[src/rtl/muldiv_pkg.sv]
// muldiv_pkg: shared constants and types for the iterative HI/LO multiply/divide unit.
//   DATA_W     operand / HI / LO width (only 32 is supported)
//   ACC_W      accumulator width (product, or remainder:quotient)
//   CNT_W      iteration counter width
//   ITER_LAST  last CALC iteration index (32 one-bit steps: 0..31)
//   OP_*       3-bit HI/LO operation encodings from decode
//   state_e    control FSM states
package muldiv_pkg;

  localparam int DATA_W = 32;
  localparam int ACC_W  = 2 * DATA_W;
  localparam int CNT_W  = 6;

  localparam logic [CNT_W-1:0] ITER_LAST = CNT_W'(DATA_W - 1);

  localparam logic [2:0] OP_NONE  = 3'd0;
  localparam logic [2:0] OP_MULT  = 3'd1;
  localparam logic [2:0] OP_MULTU = 3'd2;
  localparam logic [2:0] OP_DIV   = 3'd3;
  localparam logic [2:0] OP_DIVU  = 3'd4;
  localparam logic [2:0] OP_MTHI  = 3'd5;
  localparam logic [2:0] OP_MTLO  = 3'd6;
  localparam logic [2:0] OP_RSVD  = 3'd7;

  typedef enum logic [1:0] {
    IDLE = 2'd0,
    CALC = 2'd1,
    FIX  = 2'd2
  } state_e;

endpackage

[src/rtl/muldiv_iter.sv]
// muldiv_iter: combinational single-step datapath of the multiply/divide unit.
//   acc_i       accumulator; multiply: {partial_product, multiplier},
//               divide: {remainder, dividend/quotient}
//   operand_i   multiplicand (multiply) or divisor (divide), unsigned magnitude
//   div_mode_i  0: radix-2 shift-add step, 1: restoring shift-subtract step
//   acc_o       accumulator after one step
module muldiv_iter
  import muldiv_pkg::*;
#(
  parameter int WIDTH = DATA_W
) (
  input  logic [2*WIDTH-1:0] acc_i,
  input  logic [WIDTH-1:0]   operand_i,
  input  logic               div_mode_i,
  output logic [2*WIDTH-1:0] acc_o
);

  logic [WIDTH:0] add_sum;
  logic [WIDTH:0] rem_sh;
  logic [WIDTH:0] sub_diff;

  always_comb begin
    // Multiply: add the multiplicand when the multiplier LSB is set, then shift
    // the whole accumulator right; the carry lands in the top bit.
    add_sum  = {1'b0, acc_i[2*WIDTH-1:WIDTH]} + (acc_i[0] ? {1'b0, operand_i} : '0);
    // Divide: remainder shifted left with the next dividend bit; kept 33 bits
    // wide so a remainder with its MSB set is not lost before the trial subtract.
    rem_sh   = acc_i[2*WIDTH-1:WIDTH-1];
    sub_diff = rem_sh - {1'b0, operand_i};

    if (div_mode_i) begin
      if (!sub_diff[WIDTH]) begin
        acc_o = {sub_diff[WIDTH-1:0], acc_i[WIDTH-2:0], 1'b1};
      end else begin
        // Restore: rem_sh < divisor here, so its top bit is always 0.
        acc_o = {rem_sh[WIDTH-1:0], acc_i[WIDTH-2:0], 1'b0};
      end
    end else begin
      acc_o = {add_sum, acc_i[WIDTH-1:1]};
    end
  end

endmodule

[src/rtl/muldiv_unit.sv]
// muldiv_unit: iterative MULT/MULTU/DIV/DIVU unit in EX; owns the HI/LO registers.
//   clk, clr_n        clock, synchronous active-low reset
//   start, op         HI/LO operation request from ID/EX (op encodings in muldiv_pkg)
//   rs_val, rt_val    forwarded operands
//   flush             aborts the operation in flight, blocks a new start
//   hi, lo            architectural HI/LO
//   busy              combinational stall request to the hazard unit
//   done              one-cycle pulse when HI/LO take a mul/div result
//   div_zero          one-cycle pulse on a divide by zero (HI/LO untouched)
// Build option: define MULDIV_FAST_MUL_EN to compute MULT/MULTU in a single CALC
// cycle with the synthesis multiplier; divide always uses 32 restoring steps.
module muldiv_unit
  import muldiv_pkg::*;
#(
  parameter int WIDTH = DATA_W
) (
  input  logic             clk,
  input  logic             clr_n,
  input  logic             start,
  input  logic [2:0]       op,
  input  logic [WIDTH-1:0] rs_val,
  input  logic [WIDTH-1:0] rt_val,
  input  logic             flush,
  output logic [WIDTH-1:0] hi,
  output logic [WIDTH-1:0] lo,
  output logic             busy,
  output logic             done,
  output logic             div_zero
);

  state_e             state_q, state_d;
  logic [2:0]         op_q, op_d;
  logic [2*WIDTH-1:0] acc_q, acc_d;
  logic [WIDTH-1:0]   opnd_q, opnd_d;
  logic               neg_res_q, neg_res_d;
  logic               neg_rem_q, neg_rem_d;
  logic [CNT_W-1:0]   cnt_q, cnt_d;
  logic [WIDTH-1:0]   hi_q, hi_d;
  logic [WIDTH-1:0]   lo_q, lo_d;
  logic               done_q, done_d;
  logic               div_zero_q, div_zero_d;

  logic               in_is_muldiv, in_is_div, in_is_signed, accept;
  logic               div_mode;
  logic [WIDTH-1:0]   rs_mag, rt_mag;
  logic [2*WIDTH-1:0] iter_acc;
  logic [2*WIDTH-1:0] prod_fix;
  logic [WIDTH-1:0]   quo_fix, rem_fix;

  assign in_is_muldiv = (op == OP_MULT) || (op == OP_MULTU) || (op == OP_DIV) || (op == OP_DIVU);
  assign in_is_div    = (op == OP_DIV) || (op == OP_DIVU);
  assign in_is_signed = (op == OP_MULT) || (op == OP_DIV);
  assign accept       = start && (op != OP_NONE) && (op != OP_RSVD) && (state_q == IDLE) && !flush;
  assign rs_mag       = (in_is_signed && rs_val[WIDTH-1]) ? -rs_val : rs_val;
  assign rt_mag       = (in_is_signed && rt_val[WIDTH-1]) ? -rt_val : rt_val;
  assign div_mode     = (op_q == OP_DIV) || (op_q == OP_DIVU);

  // Sign correction on the unsigned magnitude result.
  assign prod_fix = neg_res_q ? -acc_q : acc_q;
  assign quo_fix  = neg_res_q ? -acc_q[WIDTH-1:0] : acc_q[WIDTH-1:0];
  assign rem_fix  = neg_rem_q ? -acc_q[2*WIDTH-1:WIDTH] : acc_q[2*WIDTH-1:WIDTH];

  muldiv_iter #(.WIDTH(WIDTH)) u_iter (
    .acc_i      (acc_q),
    .operand_i  (opnd_q),
    .div_mode_i (div_mode),
    .acc_o      (iter_acc)
  );

  assign busy     = (state_q != IDLE) || (start && in_is_muldiv && !flush);
  assign hi       = hi_q;
  assign lo       = lo_q;
  assign done     = done_q;
  assign div_zero = div_zero_q;

  always_comb begin
    // NOTE: every variable gets a default before any branch, so no path leaves
    // a value unassigned and no latch is inferred.
    state_d    = state_q;
    op_d       = op_q;
    acc_d      = acc_q;
    opnd_d     = opnd_q;
    neg_res_d  = neg_res_q;
    neg_rem_d  = neg_rem_q;
    cnt_d      = cnt_q;
    hi_d       = hi_q;
    lo_d       = lo_q;
    done_d     = 1'b0;
    div_zero_d = 1'b0;

    unique case (state_q)
      IDLE: begin
        if (accept) begin
          if (op == OP_MTHI) begin
            hi_d = rs_val;
          end else if (op == OP_MTLO) begin
            lo_d = rs_val;
          end else if (in_is_div && (rt_val == '0)) begin
            div_zero_d = 1'b1;
          end else begin
            op_d      = op;
            // Multiply shifts the multiplier out of the low half; divide shifts
            // the dividend out of the low half and the quotient in behind it.
            acc_d     = {{WIDTH{1'b0}}, (in_is_div ? rs_mag : rt_mag)};
            opnd_d    = in_is_div ? rt_mag : rs_mag;
            neg_res_d = in_is_signed && (rs_val[WIDTH-1] ^ rt_val[WIDTH-1]);
            neg_rem_d = in_is_signed && rs_val[WIDTH-1];
            cnt_d     = '0;
            state_d   = CALC;
          end
        end
      end

      CALC: begin
        if (flush) begin
          state_d = IDLE;
        end else begin
`ifdef MULDIV_FAST_MUL_EN
          if (!div_mode) begin
            acc_d   = {{WIDTH{1'b0}}, opnd_q} * {{WIDTH{1'b0}}, acc_q[WIDTH-1:0]};
            state_d = FIX;
          end else begin
            acc_d = iter_acc;
            cnt_d = cnt_q + 1'b1;
            if (cnt_q == ITER_LAST) state_d = FIX;
          end
`else
          acc_d = iter_acc;
          cnt_d = cnt_q + 1'b1;
          if (cnt_q == ITER_LAST) state_d = FIX;
`endif
        end
      end

      FIX: begin
        state_d = IDLE;
        if (!flush) begin
          done_d = 1'b1;
          if (div_mode) begin
            lo_d = quo_fix;
            hi_d = rem_fix;
          end else begin
            hi_d = prod_fix[2*WIDTH-1:WIDTH];
            lo_d = prod_fix[WIDTH-1:0];
          end
        end
      end

      default: state_d = IDLE;
    endcase
  end

  // NOTE: every register, datapath included, is reset so HI/LO read back as 0
  // after reset and no X can leak from the accumulator into HI/LO.
  always_ff @(posedge clk) begin
    // NOTE: non-blocking assignments only, so all flops update together from
    // values computed before the edge.
    if (!clr_n) begin
      state_q    <= IDLE;
      op_q       <= OP_NONE;
      acc_q      <= '0;
      opnd_q     <= '0;
      neg_res_q  <= 1'b0;
      neg_rem_q  <= 1'b0;
      cnt_q      <= '0;
      hi_q       <= '0;
      lo_q       <= '0;
      done_q     <= 1'b0;
      div_zero_q <= 1'b0;
    end else begin
      state_q    <= state_d;
      op_q       <= op_d;
      acc_q      <= acc_d;
      opnd_q     <= opnd_d;
      neg_res_q  <= neg_res_d;
      neg_rem_q  <= neg_rem_d;
      cnt_q      <= cnt_d;
      hi_q       <= hi_d;
      lo_q       <= lo_d;
      done_q     <= done_d;
      div_zero_q <= div_zero_d;
    end
  end

endmodule

[config.mk]
export PLATFORM = sky130hd
export DESIGN_NAME = muldiv_unit
export DESIGN_NICKNAME = d
export VERILOG_FILES = /design/src/rtl/muldiv_pkg.sv /design/src/rtl/muldiv_iter.sv /design/src/rtl/muldiv_unit.sv
export SDC_FILE = /design/constraint.sdc
export NUM_CORES = 1
export LEC_CHECK = 0
export CAP_MARGIN = 20
export CORE_UTILIZATION = 35
export CTS_BUF_LIST = sky130_fd_sc_hd__clkbuf_8
export DETAILED_ROUTE_END_ITERATION = 8
export GPL_ROUTABILITY_DRIVEN = 0
export MAX_ROUTING_LAYER = met4
export SYNTH_ARGS = -nofsm -noshare
export SYNTH_HDL_FRONTEND = slang
export SYNTH_HIERARCHICAL = 1
export SYNTH_SLANG_ARGS = --single-unit
[constraint.sdc]
create_clock -name clk -period 3.8 [get_ports clk]
set_input_delay 0.76 -clock clk [delete_from_list [all_inputs] [get_ports clk]]
set_output_delay 0.76 -clock clk [all_outputs]
set_load 0.1 [all_outputs]
Word-level counts from Yosys, hierarchy flattened
Index checks and enable logic that the tools add are counted.
W data, S select, Z words.
{"block": "totals", "out_inout_bits": 67, "wordCells": 120, "in_bits": 71, "ff_bits": 175}
{"block": "op_classes", "reduce_logical": 31, "addsub": 8, "bitwise_logic": 7, "mux": 42, "eq_ne": 21}
{"operator": "$mux W32", "n": 16}
{"operator": "$mux W64", "n": 8}
{"operator": "$neg A32 Y32", "n": 4}
{"operator": "$pmux W32 S2", "n": 2}
{"operator": "$pmux W64 S2", "n": 1}
{"operator": "$neg A64 Y64", "n": 1}
{"operator": "$add A32 B33 Y33", "n": 1}
{"operator": "$sub A33 B32 Y33", "n": 1}
{"operator": "$logic_not A32 Y1", "n": 1}
{"operator": "$mux W6", "n": 5}
{"operator": "$reduce_and A5 Y1", "n": 3}
{"operator": "$eq A3 B3 Y1 const B", "n": 4}
{"operator": "$mux W2", "n": 6}
{"operator": "$ne A2 B2 Y1 const B", "n": 6}
{"operator": "$pmux W6 S2", "n": 1}
{"operator": "$logic_and A1 B1 Y1", "n": 10}
{"operator": "$eq A3 B2 Y1 const B", "n": 3}
{"operator": "$logic_or A1 B1 Y1", "n": 7}
{"operator": "$add A6 B1 Y6 const B", "n": 1}
{"operator": "$eq A6 B5 Y1 const B", "n": 1}
{"operator": "$ne A3 B3 Y1 const B", "n": 2}
{"operator": "$not A1 Y1", "n": 6}
{"operator": "$reduce_and A6 Y1", "n": 1}
{"operator": "$reduce_bool A2 Y1", "n": 3}
{"operator": "13 further kinds", "n": 15}

Logic depth before layout (Yosys ltp)
{"block": "depth", "depth_word": 10, "depth_mapped": 16, "mapped_depth_nobuf": 14}

By module
Netlist, hierarchy kept.
{"module": "muldiv_unit", "area_per_inst_um2": 11287.1, "cells_each": 1508, "instances": 1, "seq_area_each_um2": 3503.4}
{"module": "muldiv_iter", "area_per_inst_um2": 4820.9, "cells_each": 688, "instances": 1, "seq_area_each_um2": 0.0}

Worst setup path before layout
Ideal clock, no wire load.
{"block": "synth_path", "path_type": "register to register", "from": "reg acc_q[0]", "to": "reg acc_q[63]", "setup_time_ns": 0.116, "n_path_buf": 1, "required_ns": 3.684, "path_stages_with_launch": 16, "period_less_slack_ns": 3.238, "setup_slack_ns": 0.562, "arrival_ns": 3.122, "path_cell_list": "dfxtp_1 -> clkbuf_1 -> and2_1 -> ha_1 -> fa_1 -> a211oi_2 -> o21a_1 -> o21bai_1 -> a2111oi_2 -> nor3_1 -> o41ai_2 -> nor2_1 -> a2111oi_0 -> a21oi_1 -> nand2_1 -> a21oi_1"}
{"block": "synth_via", "elab_chain_cells": 5}
{"element": "start, declared", "line": "muldiv_unit.sv:33", "rtl": "logic [2*WIDTH-1:0] acc_q, acc_d;"}
{"element": "start signal, assigned", "line": "muldiv_unit.sv:161", "rtl": "acc_q <= '0;"}
{"element": "start signal, assigned", "line": "muldiv_unit.sv:173", "rtl": "acc_q <= acc_d;"}
{"element": "$mux W32", "line": "muldiv_iter.sv:25", "rtl": "add_sum = {1'b0, acc_i[2*WIDTH-1:WIDTH]} + (acc_i[0] ? {1'b0, operand_i} : '0);"}
{"element": "$add A32 B33 Y33", "line": "muldiv_iter.sv:25"}
{"element": "$mux W64", "line": "muldiv_iter.sv:31", "rtl": "if (div_mode_i) begin"}
{"element": "named net iter_acc[63]", "line": "muldiv_unit.sv:46", "rtl": "logic [2*WIDTH-1:0] iter_acc;"}
{"element": "$mux W64", "line": "muldiv_unit.sv:115", "rtl": "if (flush) begin"}
{"element": "$pmux W64 S2", "line": "muldiv_unit.sv:91", "rtl": "unique case (state_q)"}
The timed path passes the listed nets, and every way through them passes these cells. The select of a mux whose other input is x is not followed.
A chain may end at the register's enable or synchronous reset.

Worst setup path after layout
{"block": "layout_path", "from": "reg opnd_q[0]", "to": "reg acc_q[61]"}
{"block": "layout_via", "elab_chain_cells": 5, "word_cells_on_any_way": 7, "cone_classes": "add/sub: 2; mux: 5"}
{"element": "start, declared", "line": "muldiv_unit.sv:34", "rtl": "logic [WIDTH-1:0] opnd_q, opnd_d;"}
{"element": "start signal, assigned", "line": "muldiv_unit.sv:174", "rtl": "opnd_q <= opnd_d;"}
{"element": "$mux W32 / $sub A33 B32 Y33 (equally long branches)", "line": "muldiv_iter.sv:25, muldiv_iter.sv:29"}
{"element": "$add A32 B33 Y33 / $mux W64 (equally long branches)", "line": "muldiv_iter.sv:25, muldiv_iter.sv:32"}
{"element": "$mux W64 *", "line": "muldiv_iter.sv:31"}
{"element": "named net iter_acc[61]", "line": "muldiv_unit.sv:46"}
{"element": "$mux W64 *", "line": "muldiv_unit.sv:115"}
{"element": "$pmux W64 S2 *", "line": "muldiv_unit.sv:91"}
The timed path passes the listed nets; every way through them passes the cells marked *. The select of a mux whose other input is x is not followed.

==> metrics.txt <==
Worst path slowest cell fa_1; # H-tree levels 4; maximum capacitance violations 0; Layout Skew about 0.026 ns; row count just under 80; port bufs roughly 140; r2r setup slk around 0.25 ns; PD cells roughly 260 mW/mm^2; initial DRC count between 2,000 and 2,500; #FFs+latches synth between 150 and 200; Num CTS Buffers 17; Main synth FF type dfxtp_1; Met1 Wirelength 28.0 mm; Met3 Routed Length around 6 mm; Seq/Total Area, Yosys between 20% and 30%; Hold Vio Cnt, Final 0; worst relative slew slack a little under a third; largest net degree at the start of global routing 90; critical path class flip-flop to flip-flop; R2R depth 16; grt ovf 0; static leakage about 7.5 nW; worst r2r src opnd_q[0]$_SDFFE_PN0P_; area grow syn2layout 17.8%; worst slew pin tran about 1.0 ns; Detailed Routing Iterations Pass 1 6; n_diodes 0; mapped cell area ~0.016 sq mm; clk sinks roughly 180; final net count 2,469; Max Fanout on Critical Path 3; Crit. End Element flip-flop; status complete, no violations; later-pin clock latency in the skew report ~0.54 ns; height of the die between 200 and 250 um; # IOs ~140; HPWL Detailed a little over 50 mm; crit path DAT about 4 ns; Mapped Cells about 2,200; share of layout cells above drive strength 1 between 10% and 20%; post-synth top area cell dfxtp_1; Worst VDD drop roughly 0.21 mV; Final WS setup between 0.2 and 0.25 ns; Max stage delay on crit path around 0.46 ns; DR top layer met4; Starting Density 35.5%; CP Cell Sequence and2_1, ha_1, fa_1, a211oi_2, o21a_1, o21bai_1, a2111oi_2, buf_4, nor3_1, o41ai_2, buf_4, xnor2_1, o21ai_1, a21oi_1, nand2_1, a21oi_1; Max clock buf depth 2; ranking of synthesized cells by area dfxtp_1 (22%), nand2_1 (6.2%), a21oi_1 (5.7%); CTS Hold Bufs 0; clock tree root driver cell clkbuf_8; Synth async-reset ratio 0%; CP required between 4 and 5 ns; final worst-path cycle share between 90 and 100%; routed wire length between 60 and 70 mm; Mapped Nets approximately 2,300; Core Region 0.0454 sq mm; Routed Antenna Nets 0; die area roughly 0.047 sq mm; Hold Path Depth 2; WL met2 ~29 mm; synthesized area per cell approximately 7.3 sq um; Reg-to-Reg End acc_q[61]$_SDFFE_PN0P_; top cell type's share of synthesized area between 20% and 30%; first-pass GRT wire length 99.5 mm; Worst Setup Start Kind flip-flop; per-cell routed wire length about 23 um; Distinct cells, synth 96; die width around 220 um; RSZ-0062 raised after global routing no; highest clock rate between 0.2 and 0.3 GHz; Yosys Warn Count 6; Via density a little over 6; min cycle time layout between 3 and 4 ns; vias in the first global route about 17,000; CTS clk-pin slew, worst paths 0.10 ns; Fill cells 4,667; Final setup violation count 0; DP Worst Slack ~0.086 ns; Total GRT Usage approximately 28%; vias ~18,000; min-delay worst type flip-flop to flip-flop; Setup TNS Final 0 ns; Non-Filler Instances 2,940; initial antenna violation count 0; Remaining DRCs 0; dpl cells ~2,900; Critical Path Start opnd_q[0]$_SDFFE_PN0P_; max-slew violation count 0; crit path capture acc_q[61]$_SDFFE_PN0P_; CTS tree built; Post-synth EDFFs 0
-- how the worst min path moves through the flow --
stage | startpoint | endpoint | slack, ns
finish | lo[1]$_SDFFE_PN0P_ | lo[1]$_SDFFE_PN0P_ | 0.46
global route | lo[1]$_SDFFE_PN0P_ | lo[1]$_SDFFE_PN0P_ | 0.47
CTS | lo[1]$_SDFFE_PN0P_ | lo[1]$_SDFFE_PN0P_ | 0.46
detailed placement | lo[12]$_SDFFE_PN0P_ | lo[12]$_SDFFE_PN0P_ | 0.44
global placement | lo[29]$_SDFFE_PN0P_ | lo[29]$_SDFFE_PN0P_ | 0.45
floorplan | opnd_q[18]$_SDFFE_PN0P_ | opnd_q[18]$_SDFFE_PN0P_ | 0.45
-- area by class of cell --
cell class | instances | area, sq um | area share [%]
Timing Repair Buffer | 257 | 2350 | 12.4
Sequential cell | 175 | 3500 | 18.5
Tap cell | 600 | 751 | 3.96
Inverter | 63 | 236 | 1.25
Multi-Input combinational cell | 1813 | 11800 | 62.0
Clock inverter | 15 | 131 | 0.692
Clock buffer | 17 | 234 | 1.23
-- power by group --
group,switching [mW],total (mW),internal [mW]
Clock,0.867,1.34,0.475
Sequential,0.0909,1.98,1.89
Combinational,1.05,1.63,0.581
-- logic make-up after synthesis --
logic type / Yosys count / synth area share, %
DFF: 175 / 21.7
and+or+nand+nor: 837 / 25.7
AOI/OAI and AO/OA: 688 / 28.9
xor gates and xnor gates: 158 / 8.59
muxes: 59 / 3.91
adders and majority gates: 71 / 5.61
buffers and inverters: 208 / 5.51
-- cells in the final DEF, fill, tap and decap left out, types with 38 or more instances in the layout --
cell / count
nor2_1: 204
a21oi_1: 182
dfxtp_1: 175
inv_1: 62
nand3_1: 52
xnor2_1: 81
o21ai_0: 118
and2_1: 41
ha_1: 69
buf_4: 114
nor3_1: 56
a21o_1: 38
nand2_1: 268
xor2_1: 77
a31oi_1: 42
clkdlybuf4s50_1: 135
-- flip-flops by register name, summed over array words and instances, names as in the netlist --
register / flops
acc_q: 64
cnt_q: 6
div_zero: 1
done: 1
hi: 32
lo: 32
neg_rem_q: 1
neg_res_q: 1
op_q: 3
opnd_q: 32
state_q: 2
-- synthesized netlist by cell type (all sizes together), types with 14 or more instances --
cell,number
a31oi,44
xor2,77
nand2b,16
and3,15
inv,62
dfxtp,175
buf,34
o22ai,14
o31ai,28
nand4,29
nor4,45
o211ai,32
o41ai,18
o21ai,133
nand2,269
o32ai,17
ha,69
clkbuf,111
or3,25
a21oi,192
nor3,57
and2,41
mux2i,27
mux2,32
xnor2,81
a21o,38
nor2,206
a211oi,23
or4,20
nand3,52
-- through the flow --
step                      hold slack (ns)  util [%]  total power [mW]  area (sq um)
after global placement              0.446      40.9              3.58         18600
final                               0.462      41.8              4.95         19000
after floorplan                     0.455         -              3.02         16100
after detailed placement            0.444      40.9              3.59         18600
after CTS                           0.459      41.8              4.90         18900
after global routing                0.469      41.8              5.12         19000
-- critical path: cells and delay by family (launching register included) --
family,cells,cell delay [ns]
adders and majority gates,2,0.68
DFF,1,0.38
buffers and inverters,2,0.35
xor gates and xnor gates,1,0.13
and+or+nand+nor,3,0.31
AOI/OAI and AO/OA,8,1.63
-- layer usage --
metal / vias to the layer above / GRT usage (%)
li1: 8352 / -
met1: 8487 / 36.4
met2: 999 / 42.6
met3: 170 / 5.59
met4: 0 / 12.2
met5: - / -
-- what timing repair did --
action / 4_1_cts / 5_1_grt
resized for setup: 0 / 2
endpoints found under the setup margin: 0 / 1
setup buffers: 0 / 0
Note: power is estimated with default switching activity, not from simulation.
==> patch (same settings) <==
`CNT_W`: 6 -> 3.
--- a/src/rtl/muldiv_pkg.sv
+++ b/src/rtl/muldiv_pkg.sv
@@ -10,5 +10,5 @@
   localparam int DATA_W = 32;
   localparam int ACC_W  = 2 * DATA_W;
-  localparam int CNT_W  = 6;
+  localparam int CNT_W  = 3;
 
   localparam logic [CNT_W-1:0] ITER_LAST = CNT_W'(DATA_W - 1);
Behaviour: no difference found for any inputs over 4 cycles, from zero or initial values; that may be too few to reach the edited logic, so the function may still have changed.
==> patch against the unedited design <==
  * Highest routed layer unchanged
  * Critical path depth is 2 lower
  * Total power fell by 1.3%
  * Worst hold slack better by 5.0 ps
  * Setup slack got worse by 97 ps
  * Wire length shrank 9.0%
  * Clock power increased by 14%
  * Non-clock buffer count decreased by 17
  * Sequential cell count fell by 3
  * Synthesized area shrank 5.6%
  * Maximum frequency is 2.7% lower
  * Sequential power fell by 3%
  * Design area down 4.7%
  * Clock skew is essentially flat
==> patch: results (changes against the unedited design) <==
run status = complete, no violations
GRT Overall Usage = 27.4% (-0.79 points)
top sig layer = met4
ranking of synthesized cells by area = dfxtp_1 (23%), a21oi_1 (7.7%), ha_1 (5.8%)
Post-Route M1 WL = 26300 µm (-6.0%)
Adder-Cell Fraction of Synth Area = 6.02% (+0.42 points)
worst vdd ir = 0.257 mV (+20%)
worst slew pin tran = 1040 ps (+3.79 ps)
Nets = 2365 (-4.2%)
vias in the first global route = 15300 (-7.5%)
Hold Path Class = reg2reg
initial antenna violation count = 0 (unchanged)
Worst path max stage delay = 470 ps
DR WL/cell = 21.4 µm (-4.9%)
largest net degree at the start of global routing = 110 (+22%)
Crit path max-delay family = compound AO/OA/AOI/OAI gates
CTS buffer count = 17 (unchanged)
Final Skew = 26.2 ps (-0.236 ps)
mux share of post-synthesis cell area = 3.06% (-0.85 points)
max cap viols = 0 (unchanged)
WL met2 = 26300 µm (-9.5%)
clock root buffer = clkbuf_8
Pleak = 7.07 nW (-5.7%)
Skew-Pair Late Insertion Delay = 500 ps (-40 ps)
YS warnings = 6 (unchanged)
first-pass GRT wire length = 91700 µm (-7.8%)
async set or reset register ratio after synthesis = 0% (unchanged)
Met3 Routed Length = 5110 µm (-17%)
share of the yosys chip area belonging to registers = 22.6% (+0.90 points)
routed vias = 16700 (-7.0%)
Syn Nets = 2238 (-4.3%)
Synth top cells by count = a21oi_1 (233), nand2_1 (228), nor2_1 (182)
CTS Buffer Depth = 2 (unchanged)
layout cells sized above 1 = 10.5% (-0.34 points)
Critical-path top delay cell = a2111oi_4
setup bufs post-CTS = 0 (unchanged)
Worst-path clk slew = 110 ps
H-tree depth = 4 (unchanged)
DRT Pass-1 Iters = 6 (unchanged)
Synth Area in XOR/XNOR = 9.45% (+0.86 points)
post-synthesis compound-gate area fraction = 29.0% (about the same)
# port buffers = 137 (unchanged)
Fillers = 4374 (-6.3%)
Distinct cells, synth = 93 (-3.1%)
hpwl dp = 46900 µm (-8.6%)
Biggest register = acc_q
max reg flops = 64 (unchanged)
1st-iter DRT viols = 1949 (-3.9%)
Max Fanout on Critical Path = 23 (+20)
-- patch: path summary, 6_finish.rpt --
kind              slack, ps       from   endpoint  depth (start not counted)
setup / recovery        150   acc_q[0]  acc_q[63]                         14
hold / removal          470  neg_rem_q  neg_rem_q                          2
setup reg to reg        150   acc_q[0]  acc_q[63]                         14
hold reg to reg         470  neg_rem_q  neg_rem_q                          2
-- patch: layout make-up --
type / instances / share of cell area (%)
Multi-Input combinational cell: 1731 / 60.9
Timing Repair Buffer: 240 / 12.3
Clock inverter: 14 / 1.09
Tap cell: 577 / 3.99
Clock buffer: 18 / 1.37
Sequential cell: 172 / 19.0
Antenna cell: 1 / 0.0138
Inverter: 60 / 1.25
-- patch: timing repair --
action | in CTS | in global routing
hold buffers | 0 | 0
gates resized for setup | 0 | 6
endpoints found under the setup margin | 0 | 2
-- patch: worst min-delay path, stage by stage (launching register included) --
cell,delay (ps)
dfxtp_1,320
nand2_1,50
a21oi_1,50
-- patch: cells by family (layout without fill, tap and decap cells) --
| logic type | after synthesis | count (layout) |
|---|---|---|
| flops | 172 | 172 |
| xor+xnor | 164 | 164 |
| compound gates | 682 | 682 |
| simple gates | 771 | 771 |
| other cells | 0 | 1 |
| buf+inv | 192 | 332 |
| mux | 42 | 42 |
| fa+ha+maj | 72 | 72 |
-- patch: power by group --
part,internal (W),switching [W],leakage [nW],total [W]
Clock,0.000698,0.000829,0.228,0.00153
Combinational,0.000523,0.000914,5.45,0.00144
Sequential,0.00185,0.0000744,1.39,0.00192
Total,0.00307,0.00182,7.07,0.00489
-- patch: metrics by stage --
step	hold WS (ps)	setup WS [ps]	util (%)	std cells
after floorplan	433	537	-	2095
after global placement	444	135	41.5	2780
after detailed placement	453	90.1	41.5	2780
after CTS	466	67.5	42.6	2812
after global routing	501	28.7	42.6	2812
final	467	152	42.6	2813
-- patch: routing by layer --
metal  vias to the layer above  track usage [%]
li1                       7885                -
met1                      7894             36.8
met2                       836             40.5
met3                       129             4.65
met4                         0             11.7
met5                         -                -
